## config.mk

```make
export PLATFORM = sky130hd
export DESIGN_NAME = fifo_wr_arbiter
export DESIGN_NICKNAME = d
export VERILOG_FILES = /design/src/rtl/fifo_wr_arbiter.sv
export SDC_FILE = /design/constraint.sdc
export NUM_CORES = 1
export LEC_CHECK = 0
export ABC_AREA = 0
export ABC_CLOCK_PERIOD_IN_PS = 2500
export BUFFER_PORTS_ARGS = -buffer_cell sky130_fd_sc_hd__buf_2
export CAP_MARGIN = 10
export CORE_MARGIN = 3
export CORE_UTILIZATION = 36
export DETAILED_ROUTE_END_ITERATION = 8
export PLACE_DENSITY = 0.85
export SLEW_MARGIN = 0
export SYNTH_ARGS = -nofsm -noshare
export SYNTH_HDL_FRONTEND = slang
export SYNTH_SLANG_ARGS = --single-unit
```

## constraint.sdc

```tcl
create_clock -name wr_clk -period 2.5 [get_ports wr_clk]
set_clock_uncertainty 0.05 [all_clocks]
set_input_delay 0.5 -clock wr_clk [delete_from_list [all_inputs] [get_ports wr_clk]]
set_output_delay 0.5 -clock wr_clk [all_outputs]
set_load 0.05 [all_outputs]
```

## src/rtl/fifo_wr_arbiter.sv

```systemverilog
// -----------------------------------------------------------------------------
// fifo_wr_arbiter
//   Write-side scheduler for the async FIFO. NUM_REQ producers in the wr_clk
//   domain share one FIFO write port. Grants rotate round-robin. Each grant
//   covers a burst of up to BURST_LEN words. The FIFO full flag applies
//   backpressure. Each burst is preceded by exactly one arbitration cycle.
//
//   Optional feature (compile-time macro FIFO_WR_ARB_THROTTLE_EN):
//     While fifo_half_full is high, every burst is cut to a single word, so
//     the grant rotates after each transfer.
//
// Ports
//   wr_clk          write-domain clock
//   wr_rst_n        asynchronous active-low reset
//   req_valid       per-requester word valid
//   req_data        requester i data in bits [i*DATA_WIDTH +: DATA_WIDTH]
//   req_ready       per-requester accept (combinational, only for the grant holder)
//   fifo_full       FIFO full flag, sampled combinationally
//   fifo_half_full  FIFO half-full flag (used only with the throttle macro)
//   fifo_wr_en      FIFO write enable (zero-latency from req_valid)
//   fifo_wr_data    FIFO write data, 0 when fifo_wr_en is low
//   grant_id        index of the current or most recent grant holder
//   busy            high while a burst is in progress
// -----------------------------------------------------------------------------
module fifo_wr_arbiter #(
    parameter  int DATA_WIDTH = 32,
    parameter  int NUM_REQ    = 4,
    parameter  int BURST_LEN  = 4,
    localparam int GW         = $clog2(NUM_REQ)
) (
    input  logic                          wr_clk,
    input  logic                          wr_rst_n,
    input  logic [NUM_REQ-1:0]            req_valid,
    input  logic [NUM_REQ*DATA_WIDTH-1:0] req_data,
    output logic [NUM_REQ-1:0]            req_ready,
    input  logic                          fifo_full,
    input  logic                          fifo_half_full,
    output logic                          fifo_wr_en,
    output logic [DATA_WIDTH-1:0]         fifo_wr_data,
    output logic [GW-1:0]                 grant_id,
    output logic                          busy
);

    localparam int CW = $clog2(BURST_LEN) + 1;

    typedef enum logic {
        ARB,
        BURST
    } state_t;

    state_t          state;
    logic [GW-1:0]   last_grant;
    logic [CW-1:0]   burst_cnt;

    logic            found;
    logic [GW-1:0]   winner;
    logic            grant_valid;
    logic [DATA_WIDTH-1:0] grant_data;
    logic            transfer;
    logic            last_word;

    // Round-robin search starting one past the previous winner, wrapping.
    always_comb begin
        int unsigned idx;
        found  = 1'b0;
        winner = '0;
        for (int unsigned k = 1; k <= NUM_REQ; k++) begin
            idx = (int'(last_grant) + k) % NUM_REQ;
            if (!found && req_valid[idx]) begin
                found  = 1'b1;
                winner = idx[GW-1:0];
            end
        end
    end

    // Select the grant holder's valid and data slice.
    always_comb begin
        grant_valid = 1'b0;
        grant_data  = '0;
        for (int unsigned i = 0; i < NUM_REQ; i++) begin
            if (grant_id == i[GW-1:0]) begin
                grant_valid = req_valid[i];
                grant_data  = req_data[i*DATA_WIDTH +: DATA_WIDTH];
            end
        end
    end

    assign transfer = (state == BURST) && grant_valid && !fifo_full;

`ifdef FIFO_WR_ARB_THROTTLE_EN
    // Half-full forces limit=1; any transfer while it is high ends the burst,
    // even when the flag rises partway through a longer burst.
    assign last_word = fifo_half_full || (burst_cnt == CW'(BURST_LEN - 1));
`else
    logic unused_half_full;
    assign unused_half_full = fifo_half_full;
    assign last_word = (burst_cnt == CW'(BURST_LEN - 1));
`endif

    // Zero-latency datapath: the grant holder's word goes straight to the FIFO.
    always_comb begin
        req_ready = '0;
        if (state == BURST) begin
            for (int unsigned i = 0; i < NUM_REQ; i++) begin
                if (grant_id == i[GW-1:0]) begin
                    req_ready[i] = !fifo_full;
                end
            end
        end
    end

    assign fifo_wr_en   = transfer;
    assign fifo_wr_data = transfer ? grant_data : '0;
    assign busy         = (state == BURST);

    always_ff @(posedge wr_clk or negedge wr_rst_n) begin
        if (!wr_rst_n) begin
            state      <= ARB;
            grant_id   <= '0;
            last_grant <= GW'(NUM_REQ - 1);
            burst_cnt  <= '0;
        end else begin
            case (state)
                ARB: begin
                    if (found) begin
                        grant_id   <= winner;
                        last_grant <= winner;
                        burst_cnt  <= '0;
                        state      <= BURST;
                    end
                end
                BURST: begin
                    if (transfer) begin
                        if (last_word) begin
                            state <= ARB;
                        end else begin
                            burst_cnt <= burst_cnt + 1'b1;
                        end
                    end else if (!grant_valid) begin
                        // Requester withdrew: abandon the burst.
                        state <= ARB;
                    end
                    // Otherwise stalled on fifo_full: hold everything.
                end
                default: state <= ARB;
            endcase
        end
    end

endmodule

```

==> impl_metrics.ini, run 1 <==
[worst_setup_path]
r2r_end = burst_cnt[2]
cp-endpoint = fifo_wr_data[2]
reg2reg_from = grant_id[0]
crit_path_end_kind = output port
cp_slowest_stage_delay_ns = 0.60
path_max_fanout = 13
r2r_slack_ns = 0.83
cp.arrival_ns = 1.83
crit_required_ns = 1.95
critPathLaunchType = register
path_class = reg -> out
reg2reg_depth = 6
setup.worst_path.start = grant_id[0]
critical-path-slowest-cell = mux4_1
path_cells = buf_4, mux4_1, and3_1, buf_2

[detailed_routing]
postRouteAntennaNets = 0
drc = 0
wirelength_mm = 6.21
first_pass_iters = 4
wl_met1_mm = 2.19
top_layer = met4
wl_met2_mm = 3.45
drt_iter0_markers = 37
wl_met3_um = 489
viasPerCell = 5.53
via_count = 1997
wl_per_cell_um = 17.2

[finish]
syn2layout_area_growth_pct = 56.3
n_antenna_cell = 0
regArea_um2 = 204
fin_nets = 448
fillers = 376
final_util_pct = 59.3
layoutNonFillerInstCount = 361
multiInputGateArea_um2 = 1340
drive_above_1_share_pct = 67.0

[global_route]
grt_pass1_wl_mm = 9.60
grt_pass1_vias = 2082
gr-usage-all-layers_pct = 22.4
grt_max_degree = 37
grt_overflow = 0
antenna_found_initial = 0

[yosys]
ys_ff_latch = 8
syn_nets = 276
synth_edf_count = 0
seq_area_frac_synth_pct = 12.1
netlist_instances = 138
synthesis.area_um2 = 1670
async_flop_share_pct = 100
syn_avg_cell_area_um2 = 12.1
synthFlopType = dfrtp_1
yosys_warnings = 0
synth_cell_type_count = 30

[power_and_ir_drop]
ir_drop_mv = 0.490
pwr_density_cell_nw_per_um2 = 974
p_leak_uw = 0.00153

[floorplan]
rows = 24
fp.dieW_um = 74.2
dieArea_um2 = 5500
initial_utilization_pct = 37.9
chipHeight_um = 74.2
ioPinCount = 176
core_um2 = 4410

[cts]
hold_buffers = 0
post_cts_buffers = 0
clock-sinks = 8
tritoncts = done
clkLatencyLatePin_ns = 0.22
numCtsBuffers = 3
cts.htree.levels = 1
root_buffer = clkbuf_8
ctsLongestPathBuffers = 2
cts_resized = 0
clk_pin_slew_ns = 0.04

[run_status]
status = finished, final reports clean

[timing]
setup_viol = 0
hold_viol_final = 0
max_freq_ghz = 0.420
max_slew_margin_pct = 72.8
rsz0062_at_grt = false
min_period_over_period_pct = 95.2
report.final.slew_viol_count = 0
fin_tns_setup_ns = 0
fin_crit_ns = 2.38
tightest_slew_ns = 0.404
holdWs_ns = 0.0616

[job]
cap_violations = 0

[placed_design]
gp_congestion = 0.846
port_buffers = 174
hpwlAfterDp_mm = 5.24
post-place-cells = 357

[worst_hold_path]
hold_class = in -> async
power breakdown:
part | switching, uW | total [uW] | internal, uW | leakage, uW
registers | 66.7 | 267 | 201 | 0.0000956
clock network | 49.8 | 160 | 110 | 0.0000228
logic | 1250 | 2120 | 867 | 0.00141
cell usage in the layout, fill, tap and decap left out, drive strengths merged, types with 4 or more instances in the layout:
cell,Yosys,final
clkbuf,9,4
buf,6,182
dfrtp,6,6
nor2,4,4
inv,5,5
nand2,9,9
mux4,33,33
and3,32,32
a21oi,4,4
cell families (layout without fill, tap and decap cells):
group	count (synthesis)	in the layout	synth area share [%]
compound gates	15	15	6.88
simple gates	60	60	21.7
buf+inv	20	191	8.45
flops	8	8	12.1
fa+ha+maj	2	2	1.49
mux	33	33	49.3
sequential cells by signal, summed over array words and instances, names as in the netlist:
name and flops:
burst_cnt 3, busy 1, grant_id 2, last_grant 2
routing by layer:
metal,vias up,GRT usage [%]
met5,-,0
met4,0,3.82
met3,8,3.51
met2,109,45.9
met1,955,23.9
li1,925,-
cells in the mapped netlist, types with 2 or more instances:
cell	n	share of area (%)
and3_1	32	12
mux4_1	22	35
mux4_2	11	15
nand2_1	8	1.8
buf_6	6	4.0
dfrtp_1	6	9.0
clkbuf_1	5	1.1
inv_1	5	1.1
a21oi_1	4	1.2
nor2_1	4	0.90
clkbuf_4	3	1.3
nand2b_1	3	1.1
nor3b_1	3	1.3
o211ai_1	3	1.3
o21ai_2	3	1.6
a21o_1	2	0.90
and2b_1	2	0.90
dfstp_2	2	3.1
ha_1	2	1.5
or3b_1	2	1.0
stage by stage:
step	area [um2]	worst slack (ns)	total power (uW)
global route	2620	0.0351	2720
finish	2620	0.121	2550
detailed placement	2570	0.219	2410
floorplan	1680	-0.0000873	1980
CTS	2620	0.0906	2570
global placement	2570	0.235	2350
worst min-delay path by stage:
stage	start	to	slack, ns
4_1_cts	wr_rst_n	busy	0.06
3_5_place_dp	wr_rst_n	busy	0.30
3_3_place_gp	wr_rst_n	busy	0.30
6_report	wr_rst_n	busy	0.06
2_1_floorplan	wr_rst_n	burst_cnt[0]	0.15
5_1_grt	wr_rst_n	busy	0.06
final cells by class:
cell class | count | area share [%]
clock buffer | 4 | 1.72
timing repair buffer | 182 | 36.1
inverter | 5 | 0.717
tap | 52 | 2.49
sequential | 8 | 7.80
multi-input combinational | 110 | 51.2
worst max-delay path: cells and delay by family (launching register included):
kind	cells	cell delay (ns)
flip-flops	1	0.37
multiplexers	1	0.60
AND/OR/NAND/NOR	1	0.19
buffers and inverters	2	0.44
No activity file was read; power rests on OpenSTA's default activity.
==> inputs of run 2 (changes only) <==
Settings changed: PLACE_DENSITY 0.85 to 0.94.
==> run 2 against run 1 <==
  * Hold slack worse by 0.016 ns
  * Maximum frequency grew 0.51%
  * Critical path depth unchanged
  * Total power up 0.99%
==> impl_metrics.ini, run 2 (same netlist as run 1, synthesis figures left out) <==
[finish]
drive_above_1_share_pct = 67.0
reg.largest.list = burst_cnt (3), grant_id (2), last_grant (2)
largest_register_ffs = 3
multiInputGateArea_um2 = 1340
layout_commonest_cell = buf_2
syn2layout_area_growth_pct = 57.0
mostFrequentLayoutCells = buf_2 (174), and3_1 (32), mux4_1 (22)
regArea_um2 = 204
largest-register = burst_cnt
fin_nets = 448
n_antenna_cell = 0
postLayoutCellArea_um2 = 2630
fillers = 377

[timing]
min_period_over_period_pct = 94.7
report.final.slew_viol_count = 0
hold_viol_final = 0
fin_crit_ns = 2.37
fin_tns_setup_ns = 0
rsz0062_at_grt = false
max_slew_margin_pct = 70.5
max_freq_ghz = 0.422
tightest_slew_ns = 0.438
setup_viol = 0

[power_and_ir_drop]
swShare_pct = 53.5
ir_drop_mv = 0.442
clkPwrFrac_pct = 6.5
sequentialPowerShare_pct = 10.5
pwr_density_cell_nw_per_um2 = 979
p_leak_uw = 0.00154
comb_power_share_pct = 82.9
switchingPower_uw = 1380
power.internal_uw = 1200

[run_status]
status = finished, final reports clean

[cts]
clock-sinks = 8
clk_pin_slew_ns = 0.04
numCtsBuffers = 3
cts_resized = 0
hold_buffers = 0
root_buffer = clkbuf_8
clkLatencyLatePin_ns = 0.23
cts.htree.levels = 1
ctsLongestPathBuffers = 2
tritoncts = done
post_cts_buffers = 0

[floorplan]
core_um2 = 4410
initial_utilization_pct = 37.9
fp.dieW_um = 74.2
rows = 24
ioPinCount = 176
dieArea_um2 = 5500
chipHeight_um = 74.2

[detailed_routing]
drc = 0
wirelength_mm = 6.15
first_pass_iters = 4
viasPerCell = 5.42
drt_iter0_markers = 34
postRouteAntennaNets = 0
via_count = 1958
wl_per_cell_um = 17.0

[worst_setup_path]
cp.arrival_ns = 1.82
crit_required_ns = 1.95
path_class = reg -> out
critPathLaunchType = register
path_max_fanout = 18
crit_path_end_kind = output port

[placed_design]
placed_area_um2 = 2580
gp_congestion = 0.839
hpwlAfterDp_mm = 5.20
port_buffers = 174

[global_route]
grt_max_degree = 24
grt_overflow = 0
antenna_found_initial = 0
grt_pass1_wl_mm = 9.21
gr-usage-all-layers_pct = 21.5
grt_pass1_vias = 2020

[job]
cap_violations = 0

[worst_hold_path]
hold_class = in -> async
[run 2: final cells by class]
| type | instances | area share, % |
|---|---|---|
| Sequential cell | 8 | 7.76 |
| Inverter | 5 | 0.714 |
| Tap cell | 52 | 2.48 |
| Multi-Input combinational cell | 110 | 51.0 |
| Clock buffer | 4 | 1.71 |
| Timing Repair Buffer | 182 | 36.4 |
[run 2: path summary, 6_finish.rpt]
check	startpoint	to	slack, ns	cells after the start
max	grant_id[0]	fifo_wr_data[16]	0.13	4
min	wr_rst_n	grant_id[1]	0.05	1
max reg2reg	grant_id[0]	burst_cnt[1]	0.89	6
min reg2reg	burst_cnt[0]	burst_cnt[0]	0.46	1
max in group asynchronous	wr_rst_n	last_grant[1]	2.12	1
min in group wr_clk	burst_cnt[0]	burst_cnt[0]	0.46	1
[run 2: metal layers]
layer	track usage, %	part of all wire [%]
met1	25.0	37
met2	43.3	55
met3	1.62	7.7
met4	3.02	0.50
met5	0	0
[run 2: worst max-delay path: stages, from the launching register on]
cell and delay (ns):
dfrtp_2 0.41, buf_12 0.18, mux4_1 0.57, and3_1 0.20
buf_2 0.21
[run 2: power groups by stage]
stage                     clock (uW)  combinational, uW  sequential (uW)
after global placement             0               2090              266
after global routing             175               2280              280
after detailed placement           0               2140              272
after floorplan                    0               1640              333
after CTS                        169               2150              271
final                            168               2130              271
[run 2: stage by stage]
step,setup WS [ns],hold WS [ns],total power (uW),std cells,util (%)
6_report,0.133,0.0451,2570,361,59.6
5_1_grt,0.0849,0.0569,2730,361,59.6
4_1_cts,0.120,0.0466,2590,361,59.6
3_5_place_dp,0.225,0.296,2420,357,58.5
3_3_place_gp,0.212,0.297,2350,357,58.5
2_1_floorplan,-0.0000873,0.154,1980,138,-
